<file path="src/rtl/mem_arbiter.sv">
// Shares one RAM port between fetch and data requesters; data has priority, bounded by a starvation counter.
// Latency: one arbitration cycle, then grant until ramready; outputs are combinational from state and live requests.
module mem_arbiter #(
    parameter int WORD_W     = 32,
    parameter int STARVE_MAX = 4,
    parameter int CNT_W      = 3
) (
    input  logic              CLK,
    input  logic              nRST,
    input  logic              iREN,
    input  logic [WORD_W-1:0] iaddr,
    output logic [WORD_W-1:0] iload,
    output logic              iwait,
    input  logic              dREN,
    input  logic              dWEN,
    input  logic [WORD_W-1:0] daddr,
    input  logic [WORD_W-1:0] dstore,
    output logic [WORD_W-1:0] dload,
    output logic              dwait,
    output logic              ramREN,
    output logic              ramWEN,
    output logic [WORD_W-1:0] ramaddr,
    output logic [WORD_W-1:0] ramstore,
    input  logic [WORD_W-1:0] ramload,
    input  logic              ramready
);

    typedef enum logic [1:0] {
        IDLE   = 2'd0,
        IGRANT = 2'd1,
        DGRANT = 2'd2
    } state_t;

    localparam logic [CNT_W-1:0] STARVE_LIM = CNT_W'(STARVE_MAX);

    state_t           state;
    logic [CNT_W-1:0] starve_cnt;
    logic             dreq;
    logic             i_done;
    logic             d_done;

    assign dreq   = dREN | dWEN;
    // A withdrawn request masks ramready, so completion needs the request still present.
    assign i_done = (state == IGRANT) && iREN && ramready;
    assign d_done = (state == DGRANT) && dreq && ramready;

    always_ff @(posedge CLK or negedge nRST) begin
        if (!nRST) begin
            state      <= IDLE;
            starve_cnt <= '0;
        end else begin
            case (state)
                IDLE: begin
                    if (dreq && (!iREN || (starve_cnt < STARVE_LIM)))
                        state <= DGRANT;
                    else if (iREN)
                        state <= IGRANT;
                end
                IGRANT: if (!iREN || ramready) state <= IDLE;
                DGRANT: if (!dreq || ramready) state <= IDLE;
                default: state <= IDLE;
            endcase

            if (!iREN || i_done)
                starve_cnt <= '0;
            else if (d_done && (starve_cnt < STARVE_LIM))
                starve_cnt <= starve_cnt + CNT_W'(1);
        end
    end

    always_comb begin
        ramREN   = 1'b0;
        ramWEN   = 1'b0;
        ramaddr  = '0;
        ramstore = '0;
        case (state)
            IGRANT: begin
                ramREN  = iREN;
                ramaddr = iaddr;
            end
            DGRANT: begin
                // Write wins when both enables are asserted.
                ramWEN   = dWEN;
                ramREN   = dREN & ~dWEN;
                ramaddr  = daddr;
                ramstore = dstore;
            end
            default: ;
        endcase
    end

    assign iload = i_done ? ramload : '0;
    assign dload = d_done ? ramload : '0;
    assign iwait = iREN & ~i_done;
    assign dwait = dreq & ~d_done;

endmodule
</file>
<file path="config.mk">
export PLATFORM = sky130hd
export DESIGN_NAME = mem_arbiter
export DESIGN_NICKNAME = d
export VERILOG_FILES = /design/src/rtl/mem_arbiter.sv
export SDC_FILE = /design/constraint.sdc
export NUM_CORES = 1
export LEC_CHECK = 0
export BUFFER_PORTS_ARGS = -buffer_cell sky130_fd_sc_hd__buf_2
export CAP_MARGIN = 20
export CORE_AREA = 3 3 101 103
export CTS_CLUSTER_DIAMETER = 100
export DETAILED_ROUTE_END_ITERATION = 10
export DIE_AREA = 0 0 104 106
export SKIP_CTS_REPAIR_TIMING = 1
export SLEW_MARGIN = 40
export SYNTH_ARGS = -nofsm -noshare
export SYNTH_HDL_FRONTEND = slang
export SYNTH_SLANG_ARGS = --single-unit
</file>
<file path="constraint.sdc">
create_clock -name CLK -period 2.9 [get_ports CLK]
set_input_delay 0.58 -clock CLK [delete_from_list [all_inputs] [get_ports CLK]]
set_output_delay 0.58 -clock CLK [all_outputs]
set_load 0.01 [all_outputs]
</file>
==> reports/results.ini, run 1 <==
[logic_synthesis]
ys.flop_type=dfrtp_1
synth-warning-count=0
synth_top_area_cell=and2_1
synthDominantCellAreaShare=0.3961
synthesis.nets=364
synth_edf_count=0
netlist_instances=225
synth.distinct_cells=31
synth_common_cells=and2_1 (98), nor2b_1 (33), a22oi_1 (32)
syn_area_per_cell_um2=6.879
yosys-top-cells-area=and2_1 (40%), a22oi_1 (16%), nor2b_1 (13%), dfrtp_1 (8.1%), ha_1 (4.0%)
synth_seq_cells=5
yosysMostFrequentCell=and2_1
synth_area_um2=1548
ys_seq_area_frac=0.08084
async_reset_ff_frac=1.000

[floorplanning]
dieArea_um2=11020
dieHeight_um=106
num_rows=35
core-area_um2=9284
ios=266
start_util=0.1667
die_x_um=104

[worst_setup_path]
setup.worst_path.end_class=output port
critPathKind=flip-flop to output port
critPathSlowestCell=ha_1
start_kind=flip-flop
r2r_setup_slack_ns=1.21
crit_family=adder cells
crit_buf_inv=2
reg2reg_depth=6
max_stage_delay_ns=0.76
required_ns=2.32
rr_startpoint=state[0]
cp_max_fo=33
crit_path_cell_trace=inv_1 > ha_1 > nor2b_1 > buf_2
crit_arrival_ns=1.82
r2r_end=starve_cnt[0]

[sta]
grt_setup_unrepaired=no
timing.hold.ws_ns=0.1614
setup_viol=0
setup_tns_ns=0
fin_crit_ns=2.403
hold_viol=0
finClkSkew_ns=0.0008046
slew_violations=0
setup_slack_ns=0.4966
slew_headroom=0.5191
timing.final.crit_share=0.8287
clock.fmax_mhz=416.1
tightest_slew_ns=0.7213

[run_status]
outcome=completed

[route]
wl_met1_um=2828
drc=0
wl_per_cell_um=12.39
detail-route-antenna-nets=0
drt_iter0_drc=113
routed_wl_um=7522
viasPerCell=4.124
dr.pass1.iters=4
via_count=2503
dr_wl_met2_um=3680
route.met3.wl_um=821
top_layer=met5

[clocking]
h-tree-depth=1
cts_tree=done
clockRootBuffer=clkbuf_8
clk_latency_ns=0.22
cts-buffers-inserted=3
clkSinkCount=5
ctsLongestPathBuffers=2
path_clk_slew_ns=0.03

[finish]
nNetsFinal=617
layoutNonFillerInstCount=607
final_area_um2=3013
nFillCells=1004
area_growth_pct=94.66
final_util=0.3245
layout-drive-gt1-share=0.5786

[grt]
grt_pass1_vias=2384
grt_antenna_before_repair=2
grt_usage=0.1242
overflow=0
grt_pass1_wl_um=11500
grt_max_degree=38

[placed_design]
dp_cells=602
dp_hpwl_um=6492
dp_slack_ns=0.4780
port-buffer-count=265
gp_congestion=0.8091
dpl-instance-area_um2=2965

[min_path]
hp-class=input port to asynchronous set/reset pin

[power]
power.total_mw=1.565
power_density_nw_per_um2=519.6
ir_worst_vdd_mv=0.2730
p_leak_nw=1.815

[flow_run]
maxCapViolations=0

==> where the power goes <==
group | internal, mW | switching (mW)
clock network | 0.0944 | 0.0348
registers | 0.0833 | 0.0103
logic | 0.621 | 0.721
==> cell families (layout without fill, tap and decap cells) <==
logic type	after synthesis	after routing	share of synthesized area
other cells	0	1	0
flops	5	5	0.08084
simple gates	142	142	0.5659
fa+ha+maj	5	5	0.04042
buf+inv	24	276	0.07194
compound gates	49	49	0.2409
==> registers in the layout, summed over array words and instances, names as in the netlist <==
| register | flops |
|---|---|
| starve_cnt | 3 |
| state | 2 |
==> worst reg2reg max path, stage by stage, from the launching register on <==
cell and delay (ns):
dfrtp_1 0.39, inv_1 0.11, ha_1 0.18, buf_4 0.28, o211ai_2 0.18, or3_1 0.33
a21boi_1 0.14
==> cell usage in the layout, fill, tap and decap left out <==
cell	instances
buf_2	265
and2_1	98
nor2b_1	33
a22oi_1	32
ha_1	5
dfrtp_1	5
buf_4	4
inv_1	3
nand2_1	3
o21ai_0	3
clkbuf_8	3
nor2_1	2
a21oi_1	2
nand2b_1	2
diode_2	1
a21boi_2	1
o211a_2	1
and3_1	1
o211ai_2	1
or3_1	1
a21boi_1	1
a2bb2oi_1	1
nand3b_1	1
o221ai_1	1
nand3_1	1
o2bb2ai_1	1
o211ai_1	1
o31ai_1	1
o221a_2	1
o2111ai_1	1
o21ai_1	1
clkbuf_1	1
==> cell type report <==
type / instances / area [µm²] / area share
multi-input combinational: 196 / 1311 / 0.4352
antenna: 1 / 2.502 / 0.0008306
tap: 129 / 161.4 / 0.05357
timing repair buffer: 269 / 1356 / 0.4502
sequential: 5 / 125.1 / 0.04153
inverter: 3 / 11.26 / 0.003738
clock buffer: 4 / 45.04 / 0.01495
==> per-layer routing <==
| layer | track usage | vias to the layer above |
|---|---|---|
| li1 | - | 1258 |
| met1 | 0.1358 | 1077 |
| met2 | 0.2214 | 152 |
| met3 | 0.04493 | 14 |
| met4 | 0.04368 | 2 |
| met5 | 0 | - |
==> how the worst max path moves through the flow <==
stage | startpoint | to | slack, ns | cells after the start
5_1_grt | state[1] | ramaddr[8] | 0.29 | 4
6_report | state[1] | ramaddr[8] | 0.50 | 4
4_1_cts | state[0] | dload[4] | 0.33 | 5
3_3_place_gp | ramready | dload[10] | 0.58 | 4
3_5_place_dp | ramready | dload[6] | 0.48 | 4
2_1_floorplan | state[0] | dload[10] | 0.99 | 6
Note: power is estimated with default switching activity, not from simulation.
==> run 2: changes to the inputs <==
Settings changed: CORE_AREA 3 3 101 103 to 3 3 102 104, DIE_AREA 0 0 104 106 to 0 0 105 107.
Clock period 2.9 ns to 2.3 ns, I/O delays scaled along.
==> reports/results.ini, run 2 (synthesis results as in run 1) <==
[run_status]
outcome=completed

[clocking]
path_clk_slew_ns=0.04  ; about the same
clkSinkCount=5  ; unchanged
cts-buffers-inserted=3  ; unchanged
h-tree-depth=1  ; unchanged
cts_tree=done
clockRootBuffer=clkbuf_8
clk_latency_ns=0.22  ; about the same
ctsLongestPathBuffers=2  ; unchanged

[grt]
grt_antenna_before_repair=1  ; -1
grt_pass1_vias=2370  ; -0.59%
grt_usage=0.1304  ; +0.006269
grt_pass1_wl_um=11890  ; +3.4%
grt_max_degree=38  ; unchanged
overflow=0  ; unchanged

[floorplanning]
core-area_um2=9639  ; +3.8%
dieArea_um2=11240  ; +1.9%
dieHeight_um=107  ; +0.94%
die_x_um=105  ; +0.96%
start_util=0.1606  ; -0.006146
num_rows=36  ; +2.9%
ios=266  ; unchanged

[power]
power_switching_share=0.4851  ; -0.004635
p_int_mw=1.043  ; +31%
pwr-share-seq=0.058  ; -0.002
p_leak_nw=1.831  ; +0.91%
ir_worst_vdd_mv=0.3698  ; +35%
switchingPower_uw=982.5  ; +28%
power.total_mw=2.026  ; +29%
pwr-share-clk=0.079  ; -0.004
power_density_nw_per_um2=664.0  ; +28%
combPwrFrac=0.863  ; +0.005

[placed_design]
dpl-instance-area_um2=2998  ; +1.1%
port-buffer-count=265  ; unchanged
dp_slack_ns=0.1318  ; -0.3463 ns
dp_cells=608  ; +1.0%
gp_congestion=0.7985  ; -1.3%
dp_hpwl_um=6952  ; +7.1%

[sta]
timing.hold.ws_ns=0.04357  ; -0.1178 ns
tightest_slew_ns=0.3762  ; -0.3451 ns
hold_viol=0  ; unchanged
fin_crit_ns=2.134
clock.fmax_mhz=468.5
setup_viol=0  ; unchanged
slew_headroom=0.7492  ; +0.2301
setup_slack_ns=0.1657  ; -0.3310 ns
setup_tns_ns=0  ; unchanged
finClkSkew_ns=0.002814  ; +0.002009 ns
slew_violations=0  ; unchanged
grt_setup_unrepaired=no
timing.final.crit_share=0.9280

[route]
detail-route-antenna-nets=0  ; unchanged
dr.pass1.iters=5  ; +1
viasPerCell=4.134  ; +0.25%
drc=0  ; unchanged
via_count=2530  ; +1.1%
routed_wl_um=7947  ; +5.7%
wl_per_cell_um=12.99  ; +4.8%
drt_iter0_drc=152  ; +35%

[min_path]
hp-class=input port to asynchronous set/reset pin

[finish]
nNetsFinal=619  ; +0.32%
antennaDiodeCount=0  ; -1
layoutNonFillerInstCount=612  ; +0.82%
nFillCells=1036  ; +3.2%
final_cell_mix=buf_2 (265), and2_1 (98), nor2b_1 (33), a22oi_1 (32)
largest_reg_flops=3  ; unchanged
final_area_um2=3050  ; +1.2%
reg_top3=starve_cnt (3), state (2)
layout-drive-gt1-share=0.5804  ; +0.001759
final_util=0.3165  ; -0.008069
final_common_cell=buf_2
area_growth_pct=97.09
regMostFlops=starve_cnt

[worst_setup_path]
required_ns=1.84  ; -0.48 ns
max_stage_delay_ns=0.39  ; -0.37 ns
crit_family=buffers and inverters
crit_buf_inv=3  ; +1
critPathKind=flip-flop to output port
setup.worst_path.end_class=output port
crit_arrival_ns=1.67  ; -0.15 ns
rr_startpoint=state[0]
critPathSlowestCell=dfrtp_1
crit_path_cell_trace=inv_1 > ha_1 > buf_4 > a22oi_1 > nor2b_1 > buf_2
cp_max_fo=36  ; +9.1%
start_kind=flip-flop
critPathLaunch=state[1]

[flow_run]
maxCapViolations=0  ; unchanged

run 2: changes by cell type in the layout (fill, tap and decap cells not counted), sizes merged:
cell,delta
buf,+2
diode,-1
run 2: final timing paths:
| kind | cells past startpoint | to | slack, ns |
|---|---|---|---|
| max | 6 | ramaddr[19] | 0.17 |
| min | 1 | starve_cnt[0] | 0.04 |
| max reg2reg | 6 | starve_cnt[0] | 0.56 |
| min reg2reg | 1 | state[0] | 0.52 |
| max in group asynchronous | 1 | state[1] | 2.13 |
| min in group CLK | 1 | state[0] | 0.52 |
run 2: area by class of cell:
type	instances	area, µm²	share of cell area
clock buffer	4	45.04	0.01477
inverter	3	11.26	0.003692
multi-input combinational	196	1319	0.4323
sequential	5	125.1	0.04102
tap	133	166.4	0.05455
timing repair buffer	271	1384	0.4537
run 2: power groups by stage:
stage          Clock (mW)  Combinational [mW]  Sequential, mW
3_5_place_dp            0                1.75           0.118
6_report            0.161                1.75           0.118
4_1_cts             0.162                1.75           0.117
2_1_floorplan           0                1.07           0.116
5_1_grt             0.170                1.92           0.120
3_3_place_gp            0                1.72           0.117
run 2: worst reg2reg max path: cells and delay by family (launching register included):
kind | cells | cell delay, ns
simple gates | 1 | 0.33
compound gates | 2 | 0.34
buf+inv | 2 | 0.40
fa+ha+maj | 1 | 0.20
flops | 1 | 0.39
run 2: per-layer routing:
layer / up-vias / global-route usage / part of all wire / routed length [µm]
met2: 166 / 0.2434 / 0.51 / 4060
li1: 1261 / - / - / -
met5: - / 0 / 0.0016 / 13
met4: 2 / 0.03468 / 0.014 / 112
met3: 13 / 0.04696 / 0.12 / 931
met1: 1088 / 0.1384 / 0.36 / 2829
==> run 3: changes to the inputs <==
Settings changed: CELL_PAD_IN_SITES_DETAIL_PLACEMENT from default to 0, CELL_PAD_IN_SITES_GLOBAL_PLACEMENT from default to 1, CORE_AREA 3 3 102 104 to default, CORE_MARGIN from default to 3, CORE_UTILIZATION from default to 15, DIE_AREA 0 0 105 107 to default, PLACE_DENSITY_LB_ADDON from default to 0.1.
==> reports/results.ini, run 3 (synthesis results as in run 1) <==
[worst_setup_path]
start_kind=flip-flop
crit_path_cell_trace=inv_1 > ha_1 > and3_1 > buf_4 > and2_1 > buf_2
setup.worst_path.end_class=output port
crit_family=buffers and inverters
critPathKind=flip-flop to output port
required_ns=1.84  ; about the same
rr_startpoint=state[0]
critPathSlowestCell=dfrtp_1
r2r_setup_slack_ns=0.58  ; +0.02 ns
crit_buf_inv=3  ; unchanged
critPathLaunch=state[1]
max_stage_delay_ns=0.39  ; about the same
reg2reg_depth=6  ; unchanged
crit_arrival_ns=1.67  ; about the same
cp_max_fo=32  ; -11%
path_depth=6  ; unchanged

[floorplanning]
die_x_um=107.6  ; +2.5%
core-area_um2=9910  ; +2.8%
ios=266  ; unchanged
num_rows=36  ; unchanged
dieHeight_um=107.6  ; +0.54%
dieArea_um2=11570  ; +3.0%
start_util=0.1562  ; -0.004379

[route]
detail-route-antenna-nets=0  ; unchanged
dr.pass1.iters=4  ; -1
wl_per_cell_um=13.03  ; +0.35%
viasPerCell=4.065  ; -1.7%
routed_wl_um=7975  ; +0.35%
drt_iter0_drc=107  ; -30%
via_count=2488  ; -1.7%
drc=0  ; unchanged

[placed_design]
gp_congestion=0.7529  ; -5.7%
dpl-instance-area_um2=3010  ; +0.42%
dp_slack_ns=0.3820  ; +0.2502 ns
port-buffer-count=265  ; unchanged
dp_cells=608  ; unchanged
dp_hpwl_um=6765  ; -2.7%

[sta]
slew_headroom=0.7931  ; +0.04395
setup_viol=0  ; unchanged
setup_tns_ns=0  ; unchanged
timing.hold.ws_ns=0.04549  ; +0.001919 ns
hold_viol=0  ; unchanged
setup_slack_ns=0.1672  ; +0.001530 ns
finClkSkew_ns=0.003881  ; +0.001067 ns
fin_crit_ns=2.133  ; -0.001530 ns
tightest_slew_ns=0.3070  ; -0.06916 ns
clock.fmax_mhz=468.9  ; about the same
slew_violations=0  ; unchanged
timing.final.crit_share=0.9273  ; about the same
grt_setup_unrepaired=no

[finish]
final_area_um2=3055  ; +0.16%
final_common_cell=buf_2
multi_input_area_um2=1311  ; -0.57%
area_growth_pct=97.41
regArea_um2=125.1  ; unchanged
final_util=0.3083  ; -0.008126
reg_top3=starve_cnt (3), state (2)
largest_reg_flops=3  ; unchanged
antennaDiodeCount=0  ; unchanged
nFillCells=1121  ; +8.2%
layoutNonFillerInstCount=612  ; unchanged
regMostFlops=starve_cnt
layout-drive-gt1-share=0.5783  ; -0.002088
final_cell_mix=buf_2 (265), and2_1 (98), nor2b_1 (33), a22oi_1 (32)
nNetsFinal=619  ; unchanged

[clocking]
ctsLongestPathBuffers=2  ; unchanged
clockRootBuffer=clkbuf_8
clk_latency_ns=0.22  ; about the same
path_clk_slew_ns=0.04  ; about the same
h-tree-depth=1  ; unchanged
cts-buffers-inserted=3  ; unchanged
cts_tree=done
clkSinkCount=5  ; unchanged

[power]
switchingPower_uw=985.8  ; +0.33%
power_switching_share=0.4845  ; -0.0005641
power.total_mw=2.035  ; +0.45%
ir_worst_vdd_mv=0.2499  ; -32%
pwr-share-seq=0.057  ; about the same
p_int_mw=1.049  ; +0.56%
pwr-share-clk=0.079  ; about the same
combPwrFrac=0.864  ; about the same
power_density_nw_per_um2=665.9  ; +0.28%
p_leak_nw=1.840  ; +0.45%

[flow_run]
maxCapViolations=0  ; unchanged

[grt]
grt_usage=0.1239  ; -0.006560
grt_pass1_vias=2299  ; -3.0%
grt_antenna_before_repair=0  ; -1
overflow=0  ; unchanged
grt_max_degree=38  ; unchanged
grt_pass1_wl_um=11740  ; -1.2%

[min_path]
hp-class=input port to asynchronous set/reset pin

[run_status]
outcome=completed

-- run 3: cell counts in the layout (fill, tap and decap cells not counted) --
Identical to the previous run, type by type.
-- run 3: worst paths after layout --
| path | end |
|---|---|
| min in group CLK | starve_cnt[1] |
| min | starve_cnt[2] |
| max in group asynchronous | state[1] |
| max | iload[10] |
| max reg2reg | starve_cnt[0] |
| min reg2reg | starve_cnt[1] |
-- run 3: cell type report --
cell class,count,area share
clock buffer,4,0.01474
inverter,3,0.003686
multi-input combinational,196,0.4292
sequential,5,0.04095
tap,133,0.05446
timing repair buffer,271,0.4570
-- run 3: power groups by stage --
stage / Clock [mW] / Combinational [mW] / Sequential [mW]
6_report: 0.161 / 1.76 / 0.117
2_1_floorplan: 0 / 1.07 / 0.116
3_3_place_gp: 0 / 1.83 / 0.118
4_1_cts: 0.168 / 1.80 / 0.117
3_5_place_dp: 0 / 1.79 / 0.119
5_1_grt: 0.172 / 1.96 / 0.120
-- run 3: layer usage --
metal / vias to the layer above / part of all wire / routed length, µm / GRT usage
li1: 1261 / - / - / -
met1: 1071 / 0.33 / 2657 / 0.1278
met2: 154 / 0.54 / 4343 / 0.2513
met3: 2 / 0.12 / 944 / 0.03239
met4: 0 / 0.0036 / 29 / 0.01623
met5: - / 0 / 0 / 0
